`src/rtl/spi_pkg.sv`:
```
// rtl/spi_pkg.sv - shared state encoding, default widths and idle output levels for the SPI clock sequencer
package spi_pkg;

   localparam int CNT_W_DEF  = 16;
   localparam int BITS_W_DEF = 6;

   typedef enum logic [2:0] {
      ST_IDLE  = 3'd0,
      ST_SETUP = 3'd1,
      ST_RUN   = 3'd2,
      ST_HOLD  = 3'd3,
      ST_DONE  = 3'd4
   } spi_state_e;

   localparam logic IDLE_CS_N = 1'b1;
   localparam logic IDLE_BUSY = 1'b0;
   localparam logic IDLE_DONE = 1'b0;
   localparam logic IDLE_STB  = 1'b0;
   localparam logic RST_SCLK  = 1'b0;

endpackage

```
`src/rtl/spi_sclk_ctrl_if.sv`:
```
// rtl/spi_sclk_ctrl_if.sv - command/status bundle between SPI register logic and the SCLK sequencer
interface spi_sclk_ctrl_if #(
   parameter int CNT_W  = 16,
   parameter int BITS_W = 6
);
   logic              start;
   logic [CNT_W-1:0]  div;
   logic [BITS_W-1:0] nbits;
   logic              cpol;
   logic              abort;
   logic              sclk;
   logic              cs_n;
   logic              busy;
   logic              lead_stb;
   logic              trail_stb;
   logic              done;

   modport master (
      output start, div, nbits, cpol, abort,
      input  sclk, cs_n, busy, lead_stb, trail_stb, done
   );

   modport slave (
      input  start, div, nbits, cpol, abort,
      output sclk, cs_n, busy, lead_stb, trail_stb, done
   );
endinterface

```
`src/rtl/sclk_tick_gen.sv`:
```
// rtl/sclk_tick_gen.sv - half-period counter, ticks for one cycle every div+1 enabled cycles
module sclk_tick_gen #(
   parameter int CNT_W = 16
) (
   input  logic             clk,
   input  logic             rst,
   input  logic             i_clr,
   input  logic             i_en,
   input  logic [CNT_W-1:0] i_div,
   output logic             o_tick
);

   logic [CNT_W-1:0] r_cnt;
   logic             w_at_term;

   assign w_at_term = (r_cnt == i_div);
   assign o_tick    = i_en & w_at_term;

   // Wrapping at the terminal count, not on overflow, keeps div = all-ones safe.
   always_ff @(posedge clk or posedge rst) begin
      if (rst) begin
         r_cnt <= '0;
      end else if (i_clr) begin
         r_cnt <= '0;
      end else if (i_en) begin
         if (w_at_term) begin
            r_cnt <= '0;
         end else begin
            r_cnt <= r_cnt + CNT_W'(1);
         end
      end
   end

endmodule

```
`src/rtl/spi_sclk_ctrl.sv`:
```
// rtl/spi_sclk_ctrl.sv - sequences a bounded, gated SCLK burst with chip-select and edge strobes
module spi_sclk_ctrl
   import spi_pkg::*;
#(
   parameter int CNT_W  = CNT_W_DEF,
   parameter int BITS_W = BITS_W_DEF
) (
   input logic            clk,
   input logic            rst,
   spi_sclk_ctrl_if.slave bus
);

   spi_state_e        r_state;
   spi_state_e        w_state_nxt;
   logic [CNT_W-1:0]  r_div;
   logic [CNT_W-1:0]  w_div_nxt;
   logic [BITS_W-1:0] r_nbits;
   logic [BITS_W-1:0] w_nbits_nxt;
   logic [BITS_W-1:0] r_bitcnt;
   logic [BITS_W-1:0] w_bitcnt_nxt;
   logic [BITS_W-1:0] w_bit_inc;
   logic              r_cpol;
   logic              w_cpol_nxt;
   logic              r_sclk;
   logic              w_sclk_nxt;
   logic              r_cs_n;
   logic              r_busy;
   logic              r_lead_stb;
   logic              w_lead_nxt;
   logic              r_trail_stb;
   logic              w_trail_nxt;
   logic              r_done;
   logic              w_active;
   logic              w_active_nxt;
   logic              w_tick;
   logic              w_clr;

   assign w_active     = (r_state == ST_SETUP) || (r_state == ST_RUN) || (r_state == ST_HOLD);
   assign w_active_nxt = (w_state_nxt == ST_SETUP) || (w_state_nxt == ST_RUN) ||
                         (w_state_nxt == ST_HOLD);
   assign w_clr        = (w_state_nxt != r_state);
   assign w_bit_inc    = r_bitcnt + BITS_W'(1);

   sclk_tick_gen #(
      .CNT_W (CNT_W)
   ) u_tick (
      .clk    (clk),
      .rst    (rst),
      .i_clr  (w_clr),
      .i_en   (w_active),
      .i_div  (r_div),
      .o_tick (w_tick)
   );

   always_ff @(posedge clk or posedge rst) begin
      if (rst) begin
         r_state     <= ST_IDLE;
         r_div       <= '0;
         r_nbits     <= '0;
         r_cpol      <= RST_SCLK;
         r_bitcnt    <= '0;
         r_sclk      <= RST_SCLK;
         r_cs_n      <= IDLE_CS_N;
         r_busy      <= IDLE_BUSY;
         r_lead_stb  <= IDLE_STB;
         r_trail_stb <= IDLE_STB;
         r_done      <= IDLE_DONE;
      end else begin
         r_state     <= w_state_nxt;
         r_div       <= w_div_nxt;
         r_nbits     <= w_nbits_nxt;
         r_cpol      <= w_cpol_nxt;
         r_bitcnt    <= w_bitcnt_nxt;
         r_sclk      <= w_sclk_nxt;
         r_cs_n      <= ~w_active_nxt;
         r_busy      <= w_active_nxt;
         r_lead_stb  <= w_lead_nxt;
         r_trail_stb <= w_trail_nxt;
         r_done      <= (w_state_nxt == ST_DONE);
      end
   end

   always_comb begin
      w_state_nxt  = r_state;
      w_div_nxt    = r_div;
      w_nbits_nxt  = r_nbits;
      w_cpol_nxt   = r_cpol;
      w_bitcnt_nxt = r_bitcnt;
      w_sclk_nxt   = r_sclk;
      w_lead_nxt   = IDLE_STB;
      w_trail_nxt  = IDLE_STB;

      case (r_state)
         ST_IDLE: begin
            w_sclk_nxt = r_cpol;
            if (bus.start) begin
               w_div_nxt    = bus.div;
               w_nbits_nxt  = bus.nbits;
               w_cpol_nxt   = bus.cpol;
               w_sclk_nxt   = bus.cpol;
               w_bitcnt_nxt = '0;
               w_state_nxt  = ST_SETUP;
            end
         end
         ST_SETUP: begin
            if (bus.abort) begin
               w_sclk_nxt  = r_cpol;
               w_state_nxt = ST_IDLE;
            end else if (w_tick) begin
               // The end of setup is itself the first leading edge.
               if (r_nbits != '0) begin
                  w_sclk_nxt  = ~r_sclk;
                  w_lead_nxt  = 1'b1;
                  w_state_nxt = ST_RUN;
               end else begin
                  w_state_nxt = ST_DONE;
               end
            end
         end
         ST_RUN: begin
            if (bus.abort) begin
               w_sclk_nxt  = r_cpol;
               w_state_nxt = ST_IDLE;
            end else if (w_tick) begin
               w_sclk_nxt = ~r_sclk;
               // SCLK away from its idle level means the next toggle is trailing.
               if (r_sclk != r_cpol) begin
                  w_trail_nxt  = 1'b1;
                  w_bitcnt_nxt = w_bit_inc;
                  if (w_bit_inc == r_nbits) begin
                     w_state_nxt = ST_HOLD;
                  end
               end else begin
                  w_lead_nxt = 1'b1;
               end
            end
         end
         ST_HOLD: begin
            if (bus.abort) begin
               w_sclk_nxt  = r_cpol;
               w_state_nxt = ST_IDLE;
            end else if (w_tick) begin
               w_state_nxt = ST_DONE;
            end
         end
         ST_DONE: begin
            w_state_nxt = ST_IDLE;
         end
         default: begin
            w_sclk_nxt  = r_cpol;
            w_state_nxt = ST_IDLE;
         end
      endcase
   end

   assign bus.sclk      = r_sclk;
   assign bus.cs_n      = r_cs_n;
   assign bus.busy      = r_busy;
   assign bus.lead_stb  = r_lead_stb;
   assign bus.trail_stb = r_trail_stb;
   assign bus.done      = r_done;

endmodule

```
`src/flat_wrapper.sv`:
```
// flat-port wrapper written by rule: the top's interface ports become plain ports
module spi_sclk_ctrl_flat import spi_pkg::*;
#(
   parameter int CNT_W  = CNT_W_DEF,
   parameter int BITS_W = BITS_W_DEF
)
  (clk, rst, bus_start, bus_div, bus_nbits, bus_cpol, bus_abort, bus_sclk, bus_cs_n, bus_busy, bus_lead_stb, bus_trail_stb, bus_done);
  spi_sclk_ctrl_if #(.CNT_W(CNT_W), .BITS_W(BITS_W)) bus_i ();
  input logic clk;
  input logic rst;
  input wire logic [$bits(bus_i.start)-1:0] bus_start;
  input wire logic [$bits(bus_i.div)-1:0] bus_div;
  input wire logic [$bits(bus_i.nbits)-1:0] bus_nbits;
  input wire logic [$bits(bus_i.cpol)-1:0] bus_cpol;
  input wire logic [$bits(bus_i.abort)-1:0] bus_abort;
  output wire logic [$bits(bus_i.sclk)-1:0] bus_sclk;
  output wire logic [$bits(bus_i.cs_n)-1:0] bus_cs_n;
  output wire logic [$bits(bus_i.busy)-1:0] bus_busy;
  output wire logic [$bits(bus_i.lead_stb)-1:0] bus_lead_stb;
  output wire logic [$bits(bus_i.trail_stb)-1:0] bus_trail_stb;
  output wire logic [$bits(bus_i.done)-1:0] bus_done;
  assign bus_i.start = bus_start;
  assign bus_i.div = bus_div;
  assign bus_i.nbits = bus_nbits;
  assign bus_i.cpol = bus_cpol;
  assign bus_i.abort = bus_abort;
  assign bus_sclk = bus_i.sclk;
  assign bus_cs_n = bus_i.cs_n;
  assign bus_busy = bus_i.busy;
  assign bus_lead_stb = bus_i.lead_stb;
  assign bus_trail_stb = bus_i.trail_stb;
  assign bus_done = bus_i.done;
  spi_sclk_ctrl #(.CNT_W(CNT_W), .BITS_W(BITS_W)) u_core (.clk(clk), .rst(rst), .bus(bus_i));
endmodule
```
`config.mk`:
```
export PLATFORM = sky130hd
export DESIGN_NAME = spi_sclk_ctrl_flat
export DESIGN_NICKNAME = d
export VERILOG_FILES = /design/src/rtl/spi_pkg.sv /design/src/rtl/spi_sclk_ctrl_if.sv /design/src/rtl/sclk_tick_gen.sv /design/src/rtl/spi_sclk_ctrl.sv /design/src/flat_wrapper.sv
export SDC_FILE = /design/constraint.sdc
export NUM_CORES = 1
export LEC_CHECK = 0
export ABC_CLOCK_PERIOD_IN_PS = 5000
export BUFFER_PORTS_ARGS = -buffer_cell sky130_fd_sc_hd__buf_4
export CAP_MARGIN = 5
export CORE_MARGIN = 1.5
export CORE_UTILIZATION = 55
export CTS_CLUSTER_DIAMETER = 100
export DETAILED_ROUTE_END_ITERATION = 8
export PLACE_DENSITY_LB_ADDON = 0.3
export SETUP_SLACK_MARGIN = 0.05
export SLEW_MARGIN = 25
export SYNTH_ARGS = -nofsm -noshare
export SYNTH_HDL_FRONTEND = slang
export SYNTH_SLANG_ARGS = --single-unit
export TNS_END_PERCENT = 50
```
`constraint.sdc`:
```
create_clock -name clk -period 5 [get_ports clk]
set_input_delay 0 -clock clk [delete_from_list [all_inputs] [get_ports clk]]
set_output_delay 0 -clock clk [all_outputs]
set_load 0.03 [all_outputs]
```
### Word level (Yosys, flattened, before mapping)

Index checks and enable logic that the tools add are counted.

| operators by class | value |
|---|---|
| $add $sub $neg | 2 |
| multiply operators | 0 |
| divide/modulo/power cells | 0 |
| magnitude comparators | 0 |
| eq/ne operators | 20 |
| shift operators | 0 |
| muxes and demuxes | 38 |
| bitwise gates (word level) | 4 |
| reduce and logical (&&, ||, !) cells | 11 |

Operators by type and width:

| kind | count |
|---|---|
| $mux W16 | 3 |
| $mux W3 | 10 |
| $mux W6 | 4 |
| $mux W1 | 17 |
| $add A16 B1 Y16 const B | 1 |
| $eq A16 B16 Y1 | 1 |
| $eq A3 B2 Y1 const B | 4 |
| $pmux W3 S4 | 1 |
| $pmux W6 S2 | 1 |
| $ne A2 B2 Y1 const B | 5 |
| $reduce_and A5 Y1 | 2 |
| $ne A3 B3 Y1 const B | 3 |
| $add A6 B1 Y6 const B | 1 |
| $eq A3 B1 Y1 const B | 2 |
| $eq A3 B3 Y1 const B | 2 |
| $eq A6 B6 Y1 | 1 |
| $reduce_bool A6 Y1 | 1 |
| $pmux W1 S5 | 1 |
| $logic_or A1 B1 Y1 | 4 |
| $reduce_bool A2 Y1 | 2 |
| $logic_not A3 Y1 | 1 |
| $ne A3 B3 Y1 | 1 |
| $not A1 Y1 | 3 |
| $pmux W1 S2 | 1 |
| other kinds (3) | 3 |

| word-level totals | value |
|---|---|
| register bits after elaboration | 54 |
| bits in latches | 0 |
| memory bits (writable) | 0 |
| ROM bits | 0 |
| input port bits | 27 |
| output and inout bits | 6 |
| logic and storage cells | 87 |
| memories | 0 |

### Depth between registers and ports, before layout

Gate-level depths: netlist (run 1).

| logic depth | value |
|---|---|
| depth in word-level cells | 11 |
| mapped depth | 8 |
| gate-level depth less buffers | 7 |

### Hierarchy

From an unflattened synthesis (run 1), not the netlist that was laid out.

| second synthesis, totals | value |
|---|---|
| cell total of the unflattened synthesis | 255 |
| area, all modules | 2894.0 µm² |

Modules (own cells, without submodules):

| module | instances | cells an instance | area each (µm²) | seq. area each (µm²) |
|---|---|---|---|---|
| spi_sclk_ctrl | 1 | 149 | 1790.5 | 952.2 |
| sclk_tick_gen | 1 | 106 | 1103.6 | 400.4 |

### Worst setup path after synthesis (run 1)

No wires, ideal clock.

| timing | value |
|---|---|
| kind | register to register |
| from | register u_core.u_tick.r_cnt[3] |
| to | register u_core.u_tick.r_cnt[10] |
| setup time | 119 ps |
| arrival time | 1686 ps |
| required time | 4881 ps |
| setup slack | 3195 ps |
| cell stages (with the launch flop) | 9 |
| path buffers | 2 |
| clock period less this slack | 1805 ps |
| cell sequence | dfrtp_1 -> xnor2_1 -> nand4_1 -> nor4_4 -> buf_2 -> nor3_1 -> o21bai_2 -> buf_4 -> nor2_1 |

| on the way | value |
|---|---|
| word-level cells in the longest chain between the ends | 7 |
| elaborated cells between the ends (all ways) | 15 |
| those cells by class | 1 x add/sub; 2 x eq/ne; 10 x mux; 1 x bitwise; 1 x reduce/logical |

Ends and longest elaborated chain:

| what | RTL line | RTL |
|---|---|---|
| from (decl) | sclk_tick_gen.sv:13 | `logic [CNT_W-1:0] r_cnt;` |
| from (signal assigned) | sclk_tick_gen.sv:29 | `r_cnt <= r_cnt + CNT_W'(1);` |
| $eq A16 B16 Y1 | sclk_tick_gen.sv:16 | `assign w_at_term = (r_cnt == i_div);` |
| $and A1 B1 Y1 | sclk_tick_gen.sv:17 | `assign o_tick = i_en & w_at_term;` |
| $mux W3, on equally long branches | spi_sclk_ctrl.sv:142, spi_sclk_ctrl.sv:109, spi_sclk_ctrl.sv:124 |  |
| $mux W3, on equally long branches | spi_sclk_ctrl.sv:139, spi_sclk_ctrl.sv:106, spi_sclk_ctrl.sv:121 |  |
| $pmux W3 S4 | spi_sclk_ctrl.sv:93 | `case (r_state)` |
| $ne A3 B3 Y1 | spi_sclk_ctrl.sv:41 | `assign w_clr = (w_state_nxt != r_state);` |
| $mux W16 / $reduce_bool A2 Y1 (equally long branches) | - |  |

Parallel ways exist; a longest one is shown, timed or not. The select of a mux whose other input is x is not followed.
A chain may end at the register's enable or synchronous reset.

### Final worst setup path (run 1)

| timing | value |
|---|---|
| from | register u_core.u_tick.r_cnt[3] |
| to | register u_core.r_bitcnt[1] |

| on the way | value |
|---|---|
| word-level cells in the longest chain between the ends | 4 |

Ends and longest elaborated chain:

| what | RTL line | RTL |
|---|---|---|
| $eq A16 B16 Y1 | sclk_tick_gen.sv:16 |  |
| $and A1 B1 Y1 | sclk_tick_gen.sv:17 |  |
| $ne A2 B2 Y1 (no line) | - |  |
| $reduce_and A5 Y1 (no line) | - |  |
| to (signal assigned) | spi_sclk_ctrl.sv:73 | `r_bitcnt <= w_bitcnt_nxt;` |
| to (decl) | spi_sclk_ctrl.sv:19 | `logic [BITS_W-1:0] r_bitcnt;` |

No other way between the ends.

==> results of run 1 <==
stage by stage:
stage | hold slack [ns] | setup slack (ns) | total power [mW] | instances
3_5_place_dp | 0.2266 | 2.627 | 0.7694 | 354
6_report | 0.3742 | 2.581 | 1.040 | 387
4_1_cts | 0.3689 | 2.600 | 1.036 | 387
3_3_place_gp | 0.2225 | 2.693 | 0.7627 | 354
2_1_floorplan | 0.1308 | 3.195 | 0.7041 | 261
5_1_grt | 0.3961 | 2.366 | 1.093 | 387
synth_stat cells, types with 2 or more instances:
master     n
xor2_1    12
and3_1     3
o21a_1     3
a21oi_1    7
nor3_1     6
or3_1      3
nand2_1   24
a22oi_1    2
o31ai_1    3
clkbuf_1   3
xnor2_1   27
o21ai_0    8
inv_1      5
dfrtp_1   53
nor4_1     3
nand2b_1   5
mux2_2    24
nor2_1    20
nand3_1   12
buf_2      4
ha_1       2
nor2b_1    7
or2_2      3
nand4_1    9
final cells by class:
| type | count | area (µm²) | share of cell area |
|---|---|---|---|
| Clock buffer | 5 | 68.82 | 0.02018 |
| Clock inverter | 3 | 22.52 | 0.006606 |
| Inverter | 5 | 18.77 | 0.005505 |
| Multi-Input combinational cell | 194 | 1358 | 0.3982 |
| Sequential cell | 54 | 1353 | 0.3967 |
| Tap cell | 67 | 83.83 | 0.02459 |
| Timing Repair Buffer | 59 | 505.5 | 0.1483 |
routing by layer:
metal  up-vias  GRT usage  share of wire  wire, µm
li1       1018          -              -         -
met1      1008     0.3521           0.46      2756
met5         -          0              0         0
met3        15    0.05420          0.047       284
met2        64     0.3641           0.47      2807
met4         0    0.09877          0.027       164
sequential cells by signal, summed over array words and instances (netlist names):
| name | cells |
|---|---|
| u_core.r_div | 16 |
| u_core.u_tick.r_cnt | 16 |
| u_core.r_bitcnt | 6 |
| u_core.r_nbits | 6 |
| u_core.r_state | 3 |
| u_core.bus.busy | 1 |
| u_core.bus.cs_n | 1 |
| u_core.bus.done | 1 |
| u_core.bus.lead_stb | 1 |
| u_core.bus.sclk | 1 |
| u_core.bus.trail_stb | 1 |
| u_core.r_cpol | 1 |
worst max path at each step:
stage,start,endpoint,cells past startpoint
floorplan,u_core.u_tick.r_cnt[3]$_DFFE_PP0P_,u_core.u_tick.r_cnt[10]$_DFFE_PP0P_,8
global placement,u_core.u_tick.r_cnt[3]$_DFFE_PP0P_,u_core.r_bitcnt[1]$_DFFE_PP0P_,6
detailed placement,u_core.u_tick.r_cnt[0]$_DFFE_PP0P_,u_core.r_bitcnt[1]$_DFFE_PP0P_,6
CTS,u_core.u_tick.r_cnt[0]$_DFFE_PP0P_,u_core.r_bitcnt[1]$_DFFE_PP0P_,6
global route,u_core.u_tick.r_cnt[3]$_DFFE_PP0P_,u_core.r_bitcnt[1]$_DFFE_PP0P_,6
finish,u_core.u_tick.r_cnt[3]$_DFFE_PP0P_,u_core.r_bitcnt[1]$_DFFE_PP0P_,6
worst min-delay path: cells and delay by family:
kind	cells	cell delay (ns)
buf+inv	2	0.35
simple gates	3	0.30
power by group through the flow:
stage	sequential, mW	combinational (mW)	clock (mW)
3_5_place_dp	0.551	0.218	0
5_1_grt	0.552	0.262	0.279
6_report	0.546	0.239	0.256
3_3_place_gp	0.549	0.214	0
2_1_floorplan	0.543	0.161	0
4_1_cts	0.543	0.235	0.258
logic make-up (layout without fill, tap and decap cells):
family	Yosys count	in the layout	synth area share
flops	54	54	0.4887
fa+ha+maj	2	2	0.009040
compound gates	30	30	0.07143
simple gates	99	99	0.1890
xor+xnor	39	39	0.1234
buf+inv	13	72	0.02080
mux	24	24	0.09765
what timing repair did:
action,CTS,global route
hold buffers,25,0
endpoints found under the hold margin,77,0
setup endpoints to repair,0,0
resized for setup,0,0
==> summary.md, run 1 <==
| Metric | Value |
|---|---|
| IO Port Bufs | 32 |
| Most common cell after layout, fill and taps aside | dfrtp_1 |
| Critical path class | reg -> reg |
| Worst-Margin Slew | about 0.68 ns |
| Syn Inst Count | 261 |
| FILL cells | 326 |
| Synth area leaders | dfrtp_1 (48%), mux2_2 (9.8%), xnor2_1 (8.5%) |
| DIE AREA | about 0.0055 mm² |
| Number of vias per cell | around 5.4 |
| Drt pass-1 iters | 5 |
| RSZ-0062 raised after global routing | no |
| Worst skew pair latency | 0.31 ns |
| Sw power | roughly 320 µW |
| Final setup viols | 0 |
| Pleak | between 1 and 1.5 nW |
| Buf+Inv Stages, Crit Path | 0 |
| Number of synthesis warnings | 0 |
| Flop pwr share | 0.525 |
| Std cell rows | 25 |
| CTS Buffer Depth | 2 |
| Worst Path Required | approximately 5.3 ns |
| Sink Count | between 50 and 60 |
| Internal power | a little over 700 µW |
| Crit path largest cell delay | between 0.6 and 0.7 ns |
| Area grow syn2layout | 23.19% |
| Mean Syn Cell Area | approximately 11 µm² |
| Num ports | 33 |
| Antenna cell count | 0 |
| Worst-path clk slew | around 0.10 ns |
| Drt initial violations | 142 |
| Clock Skew | just under 0.01 ns |
| Final Cell Area | about 0.0034 mm² |
| WHS Endpoint | u_core.r_cpol$_DFFE_PP0P_ |
| Worst Setup End Kind | flip-flop |
| Hold Path Depth | 5 |
| Most frequent cells in the layout | dfrtp_1 (53), buf_4 (34), xnor2_1 (27), dlygate4sd3_1 (25) |
| Pins Over Slew Limit | 0 |
| Hold wc startpoint | bus_start |
| R2r startpoint | u_core.u_tick.r_cnt[3]$_DFFE_PP0P_ |
| Most common flop cell mapped by yosys | dfrtp_1 |
| Final worst path period share | 0.4838 |
| Residual DRC count | 0 |
| Routed Antenna Nets | 0 |
| Netlist Area Pre-Place | about 0.0028 mm² |
| Post-synth ARST share | 1.000 |
| Via count | 2,105 |
| Startpoint Class | flip-flop |
| Final design utilization | 0.7124 |
| Gr usage total | 0.2454 |
| Initial antenna violation count | 0 |
| Final #Nets | between 300 and 400 |
| Worst-path fanout max | 15 |
| First-pass GRT wire length | 10.08 mm |
| Global route total overflow | 0 |
| Register bit total from synthesis | 54 |
| Die extent in x | 73.94 µm |
| Wire per inst | 15.53 µm |
| CTS tree | built |
| Post-DP Area | between 0.003 and 0.004 mm² |
| Cts bufs inserted | 5 |
| Max-cap viol count | 0 |
| Rel. slew slack | 0.5460 |
| H-tree depth | 2 |
| Final hold vios | 0 |
| Clock power share | 0.246 |
| Post-detail-place hpwl | 3.676 mm |
| Pwr/cell area | between 300 and 400 mW/mm² |
| Status | completed |
| Min-delay worst type | in -> reg |
| Yosys cell types | 37 |
| Placer Congestion | a little under 0.9 |
| Worst path cell trace | xnor2_1 > nand4_1 > nor4_4 > a31oi_1 > or3_1 > nand3_1 |
| CP max stage cell | nor4_4 |
| Max Freq | 413.4 MHz |
| Reg2reg setup slack | 2.58 ns |
| Number of flops mapped to enable cells by yosys | 0 |
| VDD IR max | around 0.21 mV |
| R2R depth | 6 |
| Fin crit period | between 2 and 2.5 ns |
| Die outline height | around 74 µm |
| Post-Route WL | about 6.0 mm |
| Initial Util | 0.5783 |
| Synth top area share | 0.4792 |
| Area leader, netlist | dfrtp_1 |
| Pin count of the biggest net entering global routing | 55 |
| Switching part of the total | 0.3088 |
| Syn nets | 290 |
| Setup_tns | 0 ns |
| Critical path's top delay family | simple AND/OR/NAND/NOR gates |
| Vias in the first global route | roughly 2,100 |
| Layout cells sized above 1 | 0.2344 |
| Gate power share | 0.229 |
| Post-CTS Repair Setup Buffers | 0 |
| Core area | ~0.0048 mm² |
| CTS root buffer | clkbuf_8 |
| Crit path DAT | roughly 2.7 ns |
| Sequential fraction of the synthesis area | 0.4887 |
| Worst r2r dst | u_core.r_bitcnt[1]$_DFFE_PP0P_ |
(Power assumes the default switching activity.)
==> inputs of run 2 (changes only) <==
--- a/config.mk
+++ b/config.mk
@@ -5,11 +5,12 @@
 export SDC_FILE = /design/constraint.sdc
 export NUM_CORES = 1
 export LEC_CHECK = 0
-export ABC_CLOCK_PERIOD_IN_PS = 5000
+export ABC_AREA = 1
+export ABC_CLOCK_PERIOD_IN_PS = 2100
 export BUFFER_PORTS_ARGS = -buffer_cell sky130_fd_sc_hd__buf_4
 export CAP_MARGIN = 5
 export CORE_MARGIN = 1.5
-export CORE_UTILIZATION = 55
+export CORE_UTILIZATION = 53
 export CTS_CLUSTER_DIAMETER = 100
 export DETAILED_ROUTE_END_ITERATION = 8
 export PLACE_DENSITY_LB_ADDON = 0.3
==> constraint.sdc (replaced) <==
create_clock -name clk -period 2.1 [get_ports clk]
set_input_delay 0 -clock clk [delete_from_list [all_inputs] [get_ports clk]]
set_output_delay 0 -clock clk [all_outputs]
set_load 0.03 [all_outputs]
==> run 2 against run 1 <==
  * Via count grew 39%
  * Flip-flop and latch count is the same
  * Critical path type unchanged
  * Sequential power up 130%
  * Area after synthesis increased by 12%
==> summary.md, run 2 <==
| Metric | Value |
|---|---|
| Status | completed |
| Rel. slew slack | 0.5546 |
| Worst-path clk slew | around 0.09 ns |
| Clock power share | 0.226 |
| Pins Over Slew Limit | 0 |
| Number of flops mapped to enable cells by yosys | 0 |
| CP most frequent cell | nor2_1 |
| Post-DP Area | about 0.0034 mm² |
| Storage cell area | about 0.0014 mm² |
| Layout cells sized above 1 | 0.1911 |
| Critical path class | reg -> reg |
| Sequential fraction of the synthesis area | 0.4354 |
| Fin crit period | approximately 2 ns |
| Area grow syn2layout | 24.37% |
| Worst path cell trace | inv_1 > nand3_1 > nor2_1 > nand2_1 > nor2_1 > nand3_1 > nor2_1 > nand2_1 > nand3_2 > nand2_2 > nand3_4 > buf_6 > nor2_2 |
| FILL cells | between 400 and 500 |
| H-tree depth | 2 |
| Global route total overflow | 0 |
| Gr usage total | 0.2365 |
| Worst skew pair latency | ~0.30 ns |
| Startpoint Class | flip-flop |
| Syn nets | 455 |
| Residual DRC count | 0 |
| Most common flop cell mapped by yosys | dfrtp_1 |
| Die outline height | ~80 µm |
| Register bit total from synthesis | 54 |
| Syn Inst Count | 426 |
| Synth area leaders | dfrtp_1 (43%), nand2_1 (16%), inv_1 (7.1%) |
| Yosys cell types | 36 |
| Met3 usage | 0.04343 |
| CTS tree | built |
| Multi-input logic area | about 0.0015 mm² |
| Num ports | 33 |
| Antenna cell count | 0 |
| Crit path largest cell delay | between 0.4 and 0.5 ns |
| DIE AREA | ~0.0063 mm² |
| Post-synth ARST share | 1.000 |
| RSZ-0062 raised after global routing | yes |
| Min-delay worst type | in -> reg |
| Final hold vios | 0 |
| CTS root buffer | clkbuf_8 |
| Via count | slightly below 3,000 |
| Worst Setup End Kind | flip-flop |
| Buf+Inv Stages, Crit Path | 2 |
| Routed Antenna Nets | 0 |
| Worst Path Required | between 2 and 2.5 ns |
| Largest registers | u_core.r_div x16, u_core.u_tick.r_cnt x16 |
| Final #Nets | around 530 |
| Post-detail-place hpwl | roughly 4.9 mm |
| Mean Syn Cell Area | 7.293 µm² |
| CTS Buffer Depth | 2 |
| Wire per inst | roughly 12 µm |
| Number of synthesis warnings | 0 |
| Final setup viols | 0 |
| Drt pass-1 iters | 7 |
| Synth top cells by count | nand2_1 (132), inv_1 (59), dfrtp_1 (53) |
| Initial Util | 0.5574 |
| Switching part of the total | 0.3215 |
| Final worst path period share | 0.9575 |
| Total power | 2.467 mW |
| Final Cell Area | about 0.0039 mm² |
| Gate power share | 0.271 |
| Sink Count | 54 |
| First-pass GRT wire length | between 10 and 15 mm |
| Area leader, netlist | dfrtp_1 |
| Netlist Area Pre-Place | around 0.0031 mm² |
| Placer Congestion | roughly 0.9 |
| Crit path DAT | ~2.2 ns |
| Flop pwr share | 0.503 |
| Number of vias per cell | about 5 |
| Initial antenna violation count | 0 |
| Most frequent cell after synthesis | nand2_1 |
| Critical path's top delay family | simple AND/OR/NAND/NOR gates |
| Std cell rows | 27 |
| Core area | approximately 0.0056 mm² |
| Pwr/cell area | 638.4 mW/mm² |
| VDD IR max | 0.5040 mV |
| Pin count of the biggest net entering global routing | between 50 and 60 |
| Cts bufs inserted | 5 |
| Post-Route WL | roughly 7 mm |
| Most frequent cells in the layout | nand2_1 (131), inv_1 (57), dfrtp_1 (49), buf_4 (44), o21ai_0 (38) |
| Setup_tns | 0 ns |
| Met1 usage | 0.3281 |
| Internal power | 1.674 mW |
| Worst-path fanout max | 5 |
| Pleak | between 1.5 and 2 nW |
| GR peak layer | met2 |
| Clock Skew | approximately 0.0085 ns |
| Die extent in x | just under 80 µm |
| Vias in the first global route | between 2,000 and 3,000 |
| Max-cap viol count | 0 |
| Worst-Margin Slew | 0.6681 ns |
| Max Freq | ~500 MHz |
| IO Port Bufs | 32 |
| Most common cell after layout, fill and taps aside | nand2_1 |
| Drt initial violations | 241 |
| Synth top area share | 0.4269 |
| CP max stage cell | dfrtp_1 |
| Sw power | 793.0 µW |
| Met2 usage | 0.3856 |
## run 2: what timing repair did
| action | CTS | global route |
|---|---|---|
| setup buffers | 0 | 7 |
| resized for setup | 0 | 14 |
| setup endpoints to repair | 0 | 22 |
| hold buffers | 24 | 0 |
| hold endpoints to repair | 76 | 0 |
## run 2: path summary, 6_finish.rpt
check | endpoint | slack, ns | cells past startpoint | start
worst max-delay path | u_core.u_tick.r_cnt[5]$_DFFE_PP0P_ | 0.09 | 13 | u_core.r_state[2]$_DFF_PP0_
worst min-delay path | u_core.r_div[7]$_DFFE_PP0P_ | 0.03 | 4 | bus_start
worst max register to register | u_core.u_tick.r_cnt[5]$_DFFE_PP0P_ | 0.09 | 13 | u_core.r_state[2]$_DFF_PP0_
worst min register to register | u_core.r_div[7]$_DFFE_PP0P_ | 0.54 | 2 | u_core.r_div[7]$_DFFE_PP0P_
max in group asynchronous | u_core.u_tick.r_cnt[13]$_DFFE_PP0P_ | 1.18 | 4 | rst
min in group asynchronous | u_core.r_bitcnt[0]$_DFFE_PP0P_ | 0.44 | 4 | rst
## run 2: kinds of logic after synthesis
family	share of synthesized area
AO/OA/AOI/OAI	0.09827
XOR/XNOR	0.01691
buffers and inverters	0.1075
flip-flops	0.4354
AND/OR/NAND/NOR	0.3339
adder cells (fa/ha/maj)	0.008053
## run 2: final cells by class
| cell class | count | share of cell area |
|---|---|---|
| Inverter | 70 | 0.06801 |
| Multi-Input combinational cell | 294 | 0.3779 |
| Tap cell | 72 | 0.02332 |
| Clock buffer | 8 | 0.02073 |
| Sequential cell | 54 | 0.3514 |
| Timing Repair Buffer | 71 | 0.1587 |
## run 2: worst min-delay path, cell delays in order
cell	delay (ns)
buf_4	0.08
nand3_1	0.08
nand2_1	0.07
nand2_1	0.05
## run 2: power groups by stage
stage	registers, mW	clock network [mW]	logic (mW)
global placement	1.26	0	0.573
finish	1.24	0.557	0.670
CTS	1.24	0.573	0.623
detailed placement	1.26	0	0.585
floorplan	1.26	0	0.423
global route	1.26	0.615	0.758
## run 2: metal layers
metal	up-vias	routed length, µm
met1	1339	3445
met3	8	269
met2	88	3219
met5	-	0
li1	1483	-
met4	0	68
## run 2: stage by stage
step                      cells  worst slack [ns]  utilization  hold WS [ns]
after detailed placement    530            0.1206       0.6146        0.2085
after CTS                   562           0.09364       0.6721       0.02322
after global routing        569          0.006491       0.6932       0.05392
after floorplan             426            0.3461            -        0.1096
final                       569           0.08924       0.6932       0.03283
after global placement      530            0.1647       0.6146        0.1947
